===== src/rtl/apb_cmd_sequencer.sv =====
// apb_cmd_sequencer: FIFO-buffered command issue to the APB top, single-entry response; APB_SEQ_TIMEOUT_EN adds ready timeout.
// Latency: pop one edge after accept; write response one edge after apb_ready_i, read response two edges after.
// Backpressure: cmd_ready_o drops when the FIFO is full; no pop while a response is still pending.

module apb_seq_fifo #(
   parameter int W     = 8,
   parameter int DEPTH = 4
) (
   input  logic         pclk,
   input  logic         preset,
   input  logic         push,
   input  logic [W-1:0] push_dat,
   input  logic         pop,
   output logic [W-1:0] pop_dat,
   output logic         full,
   output logic         empty
);
   localparam int AW = $clog2(DEPTH);

   logic [W-1:0]  mem [DEPTH];
   logic [AW-1:0] wr_ptr, rd_ptr;
   logic [AW:0]   count;
   logic          do_push, do_pop;

   assign full    = (count == (AW+1)'(DEPTH));
   assign empty   = (count == '0);
   assign do_push = push && !full;
   assign do_pop  = pop && !empty;
   assign pop_dat = mem[rd_ptr];

   always_ff @(posedge pclk or posedge preset) begin
      if (preset) begin
         wr_ptr <= '0;
         rd_ptr <= '0;
         count  <= '0;
      end else begin
         if (do_push) wr_ptr <= wr_ptr + AW'(1);
         if (do_pop)  rd_ptr <= rd_ptr + AW'(1);
         count <= count + (AW+1)'(do_push) - (AW+1)'(do_pop);
      end
   end

   always_ff @(posedge pclk) begin
      if (do_push) mem[wr_ptr] <= push_dat;
   end
endmodule

module apb_cmd_sequencer #(
   parameter int DATA_W         = 32,
   parameter int DEPTH          = 4,
   parameter int TIMEOUT_CYCLES = 64
) (
   input  logic              pclk,
   input  logic              preset,
   input  logic              cmd_valid_i,
   output logic              cmd_ready_o,
   input  logic              cmd_write_i,
   input  logic [DATA_W-1:0] cmd_wdata_i,
   output logic [1:0]        add_o,
   output logic [DATA_W-1:0] wdata_o,
   input  logic              apb_ready_i,
   input  logic [DATA_W-1:0] apb_rdata_i,
   output logic              rsp_valid_o,
   input  logic              rsp_ready_i,
   output logic              rsp_write_o,
   output logic [DATA_W-1:0] rsp_rdata_o,
   output logic              rsp_err_o,
   output logic              busy_o,
   output logic              err_o
);
   typedef enum logic [1:0] {IDLE, ACTIVE, CAPTURE, GAP} state_t;

   state_t            state_q, state_d;
   logic              fifo_full, fifo_empty, push, pop;
   logic [DATA_W:0]   head;
   logic              cur_write_q;
   logic              ld_wr_rsp, ld_rd_rsp, abort, to_hit;

   assign cmd_ready_o = !fifo_full && !preset;
   assign push        = cmd_valid_i && cmd_ready_o;
   assign busy_o      = (state_q != IDLE) || !fifo_empty;

   apb_seq_fifo #(.W(DATA_W + 1), .DEPTH(DEPTH)) u_fifo (
      .pclk     (pclk),
      .preset   (preset),
      .push     (push),
      .push_dat ({cmd_write_i, cmd_wdata_i}),
      .pop      (pop),
      .pop_dat  (head),
      .full     (fifo_full),
      .empty    (fifo_empty)
   );

   always_ff @(posedge pclk or posedge preset) begin
      if (preset) state_q <= IDLE;
      else        state_q <= state_d;
   end

   always_comb begin
      state_d   = state_q;
      pop       = 1'b0;
      ld_wr_rsp = 1'b0;
      ld_rd_rsp = 1'b0;
      abort     = 1'b0;
      case (state_q)
         IDLE: begin
            // A pending response blocks issue so every command has somewhere to land.
            if (!fifo_empty && !rsp_valid_o) begin
               pop     = 1'b1;
               state_d = ACTIVE;
            end
         end
         ACTIVE: begin
            if (apb_ready_i) begin
               if (cur_write_q) begin
                  ld_wr_rsp = 1'b1;
                  state_d   = GAP;
               end else begin
                  state_d   = CAPTURE;
               end
            end else if (to_hit) begin
               abort   = 1'b1;
               state_d = GAP;
            end
         end
         CAPTURE: begin
            ld_rd_rsp = 1'b1;
            state_d   = GAP;
         end
         GAP:     state_d = IDLE;
         default: state_d = IDLE;
      endcase
   end

   always_ff @(posedge pclk or posedge preset) begin
      if (preset) begin
         add_o       <= 2'b00;
         wdata_o     <= '0;
         cur_write_q <= 1'b0;
         rsp_valid_o <= 1'b0;
         rsp_write_o <= 1'b0;
         rsp_rdata_o <= '0;
      end else begin
         if (pop) begin
            add_o       <= head[DATA_W] ? 2'b11 : 2'b01;
            wdata_o     <= head[DATA_W-1:0];
            cur_write_q <= head[DATA_W];
         end else if (ld_wr_rsp || ld_rd_rsp || abort) begin
            add_o <= 2'b00;
         end
         if (rsp_valid_o && rsp_ready_i) rsp_valid_o <= 1'b0;
         if (ld_wr_rsp || abort) begin
            rsp_valid_o <= 1'b1;
            rsp_write_o <= cur_write_q;
            rsp_rdata_o <= '0;
         end
         if (ld_rd_rsp) begin
            rsp_valid_o <= 1'b1;
            rsp_write_o <= 1'b0;
            rsp_rdata_o <= apb_rdata_i;
         end
      end
   end

`ifdef APB_SEQ_TIMEOUT_EN
   localparam int TO_W = $clog2(TIMEOUT_CYCLES + 1);
   logic [TO_W-1:0] to_cnt_q;

   // The edge that would take the count to TIMEOUT_CYCLES is the abort edge.
   assign to_hit = (to_cnt_q == TO_W'(TIMEOUT_CYCLES - 1));

   always_ff @(posedge pclk or posedge preset) begin
      if (preset) begin
         to_cnt_q  <= '0;
         rsp_err_o <= 1'b0;
         err_o     <= 1'b0;
      end else begin
         if (pop)                                    to_cnt_q <= '0;
         else if (state_q == ACTIVE && !apb_ready_i) to_cnt_q <= to_cnt_q + TO_W'(1);
         if (ld_wr_rsp || ld_rd_rsp) rsp_err_o <= 1'b0;
         if (abort) begin
            rsp_err_o <= 1'b1;
            err_o     <= 1'b1;
         end
      end
   end
`else
   logic unused_timeout;
   assign unused_timeout = |TIMEOUT_CYCLES;
   assign to_hit    = 1'b0;
   assign rsp_err_o = 1'b0;
   assign err_o     = 1'b0;
`endif
endmodule


===== config.mk =====
export PLATFORM = sky130hd
export DESIGN_NAME = apb_cmd_sequencer
export DESIGN_NICKNAME = d
export VERILOG_FILES = /design/src/rtl/apb_cmd_sequencer.sv
export SDC_FILE = /design/constraint.sdc
export NUM_CORES = 1
export LEC_CHECK = 0
export BUFFER_PORTS_ARGS = -buffer_cell sky130_fd_sc_hd__buf_2
export CAP_MARGIN = 20
export CORE_MARGIN = 3
export CORE_UTILIZATION = 55
export CTS_CLUSTER_SIZE = 16
export DETAILED_ROUTE_END_ITERATION = 10
export PLACE_DENSITY = 0.87
export SYNTH_ARGS = -nofsm -noshare
export SYNTH_HDL_FRONTEND = slang
export SYNTH_HIERARCHICAL = 1
export SYNTH_SLANG_ARGS = --single-unit

===== constraint.sdc =====
create_clock -name pclk -period 3.8 [get_ports pclk]
set_clock_uncertainty 0.1 [all_clocks]
set_input_delay 0.19 -clock pclk [delete_from_list [all_inputs] [get_ports pclk]]
set_output_delay 0.19 -clock pclk [all_outputs]
set_load 0.02 [all_outputs]

==> impl_results.md <==
- Final-report setup violation count: 0
- Routability congestion estimate: 0.8418
- HPWL after DPL: 9053 um
- Unrepaired setup endpoints after global routing: false
- Synthesis-stage register bit count: 210
- Number of enable-type register cells in the synthesized netlist: 132
- Type of element capturing the critical path: flop
- Combined area of all synthesized cells: 0.008117 mm^2
- FILL cells: 833
- Critical-path maximum fanout: 7
- Wire length per cell: 20.17 um
- Die height: 127.5 um
- Combinational power share: 0.330
- Lkg Pwr: 0.004183 uW
- Mean instance size in the synthesized netlist: 20.65 um^2
- Fraction of power consumed by sequential logic: 0.426
- Via total after detailed routing: 4377
- Worst vdd rail ir drop: 0.7205 mV
- First-iteration detailed-routing DRC count: 264
- Max-cap violations: 0
- Rel. slew slack: 0.3632
- Total Routed Length: 16240 um
- Area growth from synthesis to layout: 26.56%
- Clock buffer count from CTS: 22
- Number of iterations in the first detailed-routing pass: 4
- Clock power share: 0.244
- Cell Pwr Density: 805.4 mW/mm^2
- Setup TNS: 0 ps
- Area after detailed placement: 0.008877 mm^2
- Max Slew Vio Count: 0
- H-tree Lvls: 1
- Highest Clock Rate: 0.3802 GHz
- Worst skew pair latency: 500 ps
- TritonCTS clock tree: yes
- Vias in the first global route: 4653
- All-layer global routing usage: 0.2006
- Data arrival time at the worst-slack endpoint: 2960 ps
- Crit path launch type: flop
- Number of ports placed on the die boundary: 142
- Hold Path Class: in -> async
- Resized Gates After CTS: 0
- Switching power of the nets: 2671 uW
- Wire length of the first global-routing pass: 25270 um
- Prevailing post-synth register cell: sky130_fd_sc_hd__edfxtp_1
- Core region area: 0.01415 mm^2
- Warning count from the yosys run: 6
- Status: completed
- Setup CP Type: reg -> reg
- DIE AREA: 0.01625 mm^2
- Count of clock tree sinks: 210
- Pin count of the biggest net entering global routing: 54
- Number of rows created at floorplan: 43
- Final Instance Area: 0.01027 mm^2
- Clock root buffer: sky130_fd_sc_hd__clkbuf_16
- Actual transition at the worst max-transition pin: 955.2 ps
- Clock transition at the register clock pins on the worst setup and hold paths after CTS: 60 ps
- Final hold vios: 0
- Maximum number of buffers from clock root to sink: 3
- Post-DRT Antenna Nets: 0
- Share of the synthesized area in the top cell type: 0.4884
- Initial core utilization: 0.5736
- I/O Buffers: 139
- Largest cells by area after synthesis: sky130_fd_sc_hd__edfxtp_1 (49%), sky130_fd_sc_hd__dfrtp_1 (24%), sky130_fd_sc_hd__mux4_2 (7.8%)
- Top cells by instance count after synthesis: sky130_fd_sc_hd__edfxtp_1 (132), sky130_fd_sc_hd__dfrtp_1 (78), sky130_fd_sc_hd__a22o_1 (32)
- Sequential-to-total area share from yosys stat: 0.7288
- Final critical-path required period: 2630 ps
- Required time worst endpoint: 4130 ps
- Post-synthesis cell type with the largest combined area: sky130_fd_sc_hd__edfxtp_1
- GRT overflow: 0
- Width of the chip: 127.5 um
- Residual DRC: 0
- Antenna Cells: 0
- Ratio of cells with drive above 1 in the final layout: 0.3888
- Switch share: 0.3228
- Share of async-settable or async-resettable flops after synthesis: 0.3714
- Cell with the most instances after synthesis: sky130_fd_sc_hd__edfxtp_1
- Mean number of vias per cell: 5.437
- Cell count after synthesis: 393
- Internal power component: 5603 uW
- Portion of the clock cycle consumed by the worst path in the final layout: 0.6921
- Initial antenna violation count: 0
- Number of nets in the layout: 689
- Number of distinct library cell variants in the gate-level netlist after synthesis: 37
## final timing paths
path                                  from               end  slack (ps)  cells past startpoint
max                        u_fifo/count[1]   u_fifo/count[2]        1170                     10
max in group asynchronous           preset       wdata_o[16]        2450                      4
min                                 preset   u_fifo/count[2]         110                      3
min reg2reg                       add_o[0]          add_o[0]         380                      1
min in group pclk              cmd_valid_i  u_fifo/wr_ptr[0]         120                      4
max reg2reg                u_fifo/count[1]   u_fifo/count[2]        1170                     10
## registers in the layout, summed over array words and instances, names as in the netlist, 2 cells and up
signal,flops
u_fifo/wr_ptr,2
u_fifo/rd_ptr,2
u_fifo/mem,132
u_fifo/count,3
state_q,2
add_o,2
rsp_rdata_o,32
wdata_o,32
## layout by cell type, fill, tap and decap left out, types with 2 or more instances in the layout
cell,n
sky130_fd_sc_hd__a22o_1,32
sky130_fd_sc_hd__and3b_2,4
sky130_fd_sc_hd__buf_2,139
sky130_fd_sc_hd__buf_4,4
sky130_fd_sc_hd__bufinv_16,2
sky130_fd_sc_hd__clkbuf_1,4
sky130_fd_sc_hd__clkbuf_16,22
sky130_fd_sc_hd__clkinv_1,8
sky130_fd_sc_hd__clkinv_2,4
sky130_fd_sc_hd__conb_1,2
sky130_fd_sc_hd__dfrtp_1,76
sky130_fd_sc_hd__dfrtp_2,2
sky130_fd_sc_hd__dlygate4sd3_1,68
sky130_fd_sc_hd__edfxtp_1,132
sky130_fd_sc_hd__ha_1,9
sky130_fd_sc_hd__inv_1,12
sky130_fd_sc_hd__mux2_2,8
sky130_fd_sc_hd__mux2_4,25
sky130_fd_sc_hd__mux4_1,5
sky130_fd_sc_hd__mux4_2,28
sky130_fd_sc_hd__nand2_1,4
sky130_fd_sc_hd__nand2b_1,5
sky130_fd_sc_hd__nand4bb_1,2
sky130_fd_sc_hd__nor2_1,2
sky130_fd_sc_hd__nor3b_4,2
sky130_fd_sc_hd__o211ai_1,2
sky130_fd_sc_hd__o21ai_0,5
sky130_fd_sc_hd__xnor2_1,4
## area by class of cell
type	count	area [um^2]	share of cell area
Inverter	13	50.05	0.004872
Tap cell	180	225.2	0.02192
Timing Repair Buffer	212	1434	0.1396
Multi-Input combinational cell	150	1958	0.1906
Sequential cell	210	5918	0.5761
Clock buffer	26	565.5	0.05505
Clock inverter	14	121.4	0.01181
## power by group through the flow
stage          logic (uW)  registers (uW)  clock network (uW)
6_report             2730            3520                2020
5_1_grt              2940            3610                2170
4_1_cts              2710            3530                2060
3_5_place_dp         2630            3550                   0
3_3_place_gp         2540            3520                   0
2_1_floorplan        1760            3760                   0
## kinds of logic (layout without fill, tap and decap cells)
kind of cell	count (synthesis)	in the layout	share of synthesized area
fa+ha+maj	10	10	0.01634
xor+xnor	4	4	0.004316
compound gates	46	46	0.04717
other cells	1	2	0.0004620
flops	210	210	0.7288
simple gates	22	22	0.01989
buf+inv	34	265	0.03176
mux	66	66	0.1512
## through the flow
stage | cells | hold slack [ps] | setup WS, ps | total power (uW) | util
2_1_floorplan | 394 | -106.6 | 1131 | 5517 | -
3_3_place_gp | 696 | 57.01 | 1248 | 6059 | 0.6274
3_5_place_dp | 696 | 71.88 | 1191 | 6182 | 0.6274
4_1_cts | 804 | 88.28 | 1167 | 8299 | 0.7240
5_1_grt | 805 | 120.9 | 993.5 | 8714 | 0.7260
6_report | 805 | 105.1 | 1170 | 8274 | 0.7260
## timing repair
item / CTS / global route
hold buffers: 68 / 0
buffers inserted: 0 / 0
endpoints found under the hold margin: 225 / 0
## critical path: stages (launching register included)
cell                      delay [ps]
sky130_fd_sc_hd__dfrtp_1         460
sky130_fd_sc_hd__nor3_1          450
sky130_fd_sc_hd__nor3b_4          90
sky130_fd_sc_hd__o31ai_1         130
sky130_fd_sc_hd__inv_1            90
sky130_fd_sc_hd__ha_1            280
sky130_fd_sc_hd__inv_1            40
sky130_fd_sc_hd__ha_1            210
sky130_fd_sc_hd__fa_1            410
sky130_fd_sc_hd__xnor2_1         180
sky130_fd_sc_hd__xnor2_1         130
## routing by layer
metal / GRT usage / vias up / wire length [um]
li1: - / 1980 / -
met1: 0.2638 / 2174 / 6627
met2: 0.3428 / 193 / 8031
met3: 0.04891 / 30 / 1220
met4: 0.04606 / 0 / 357
met5: 0 / - / 0
Note: power is estimated with default switching activity, not from simulation.
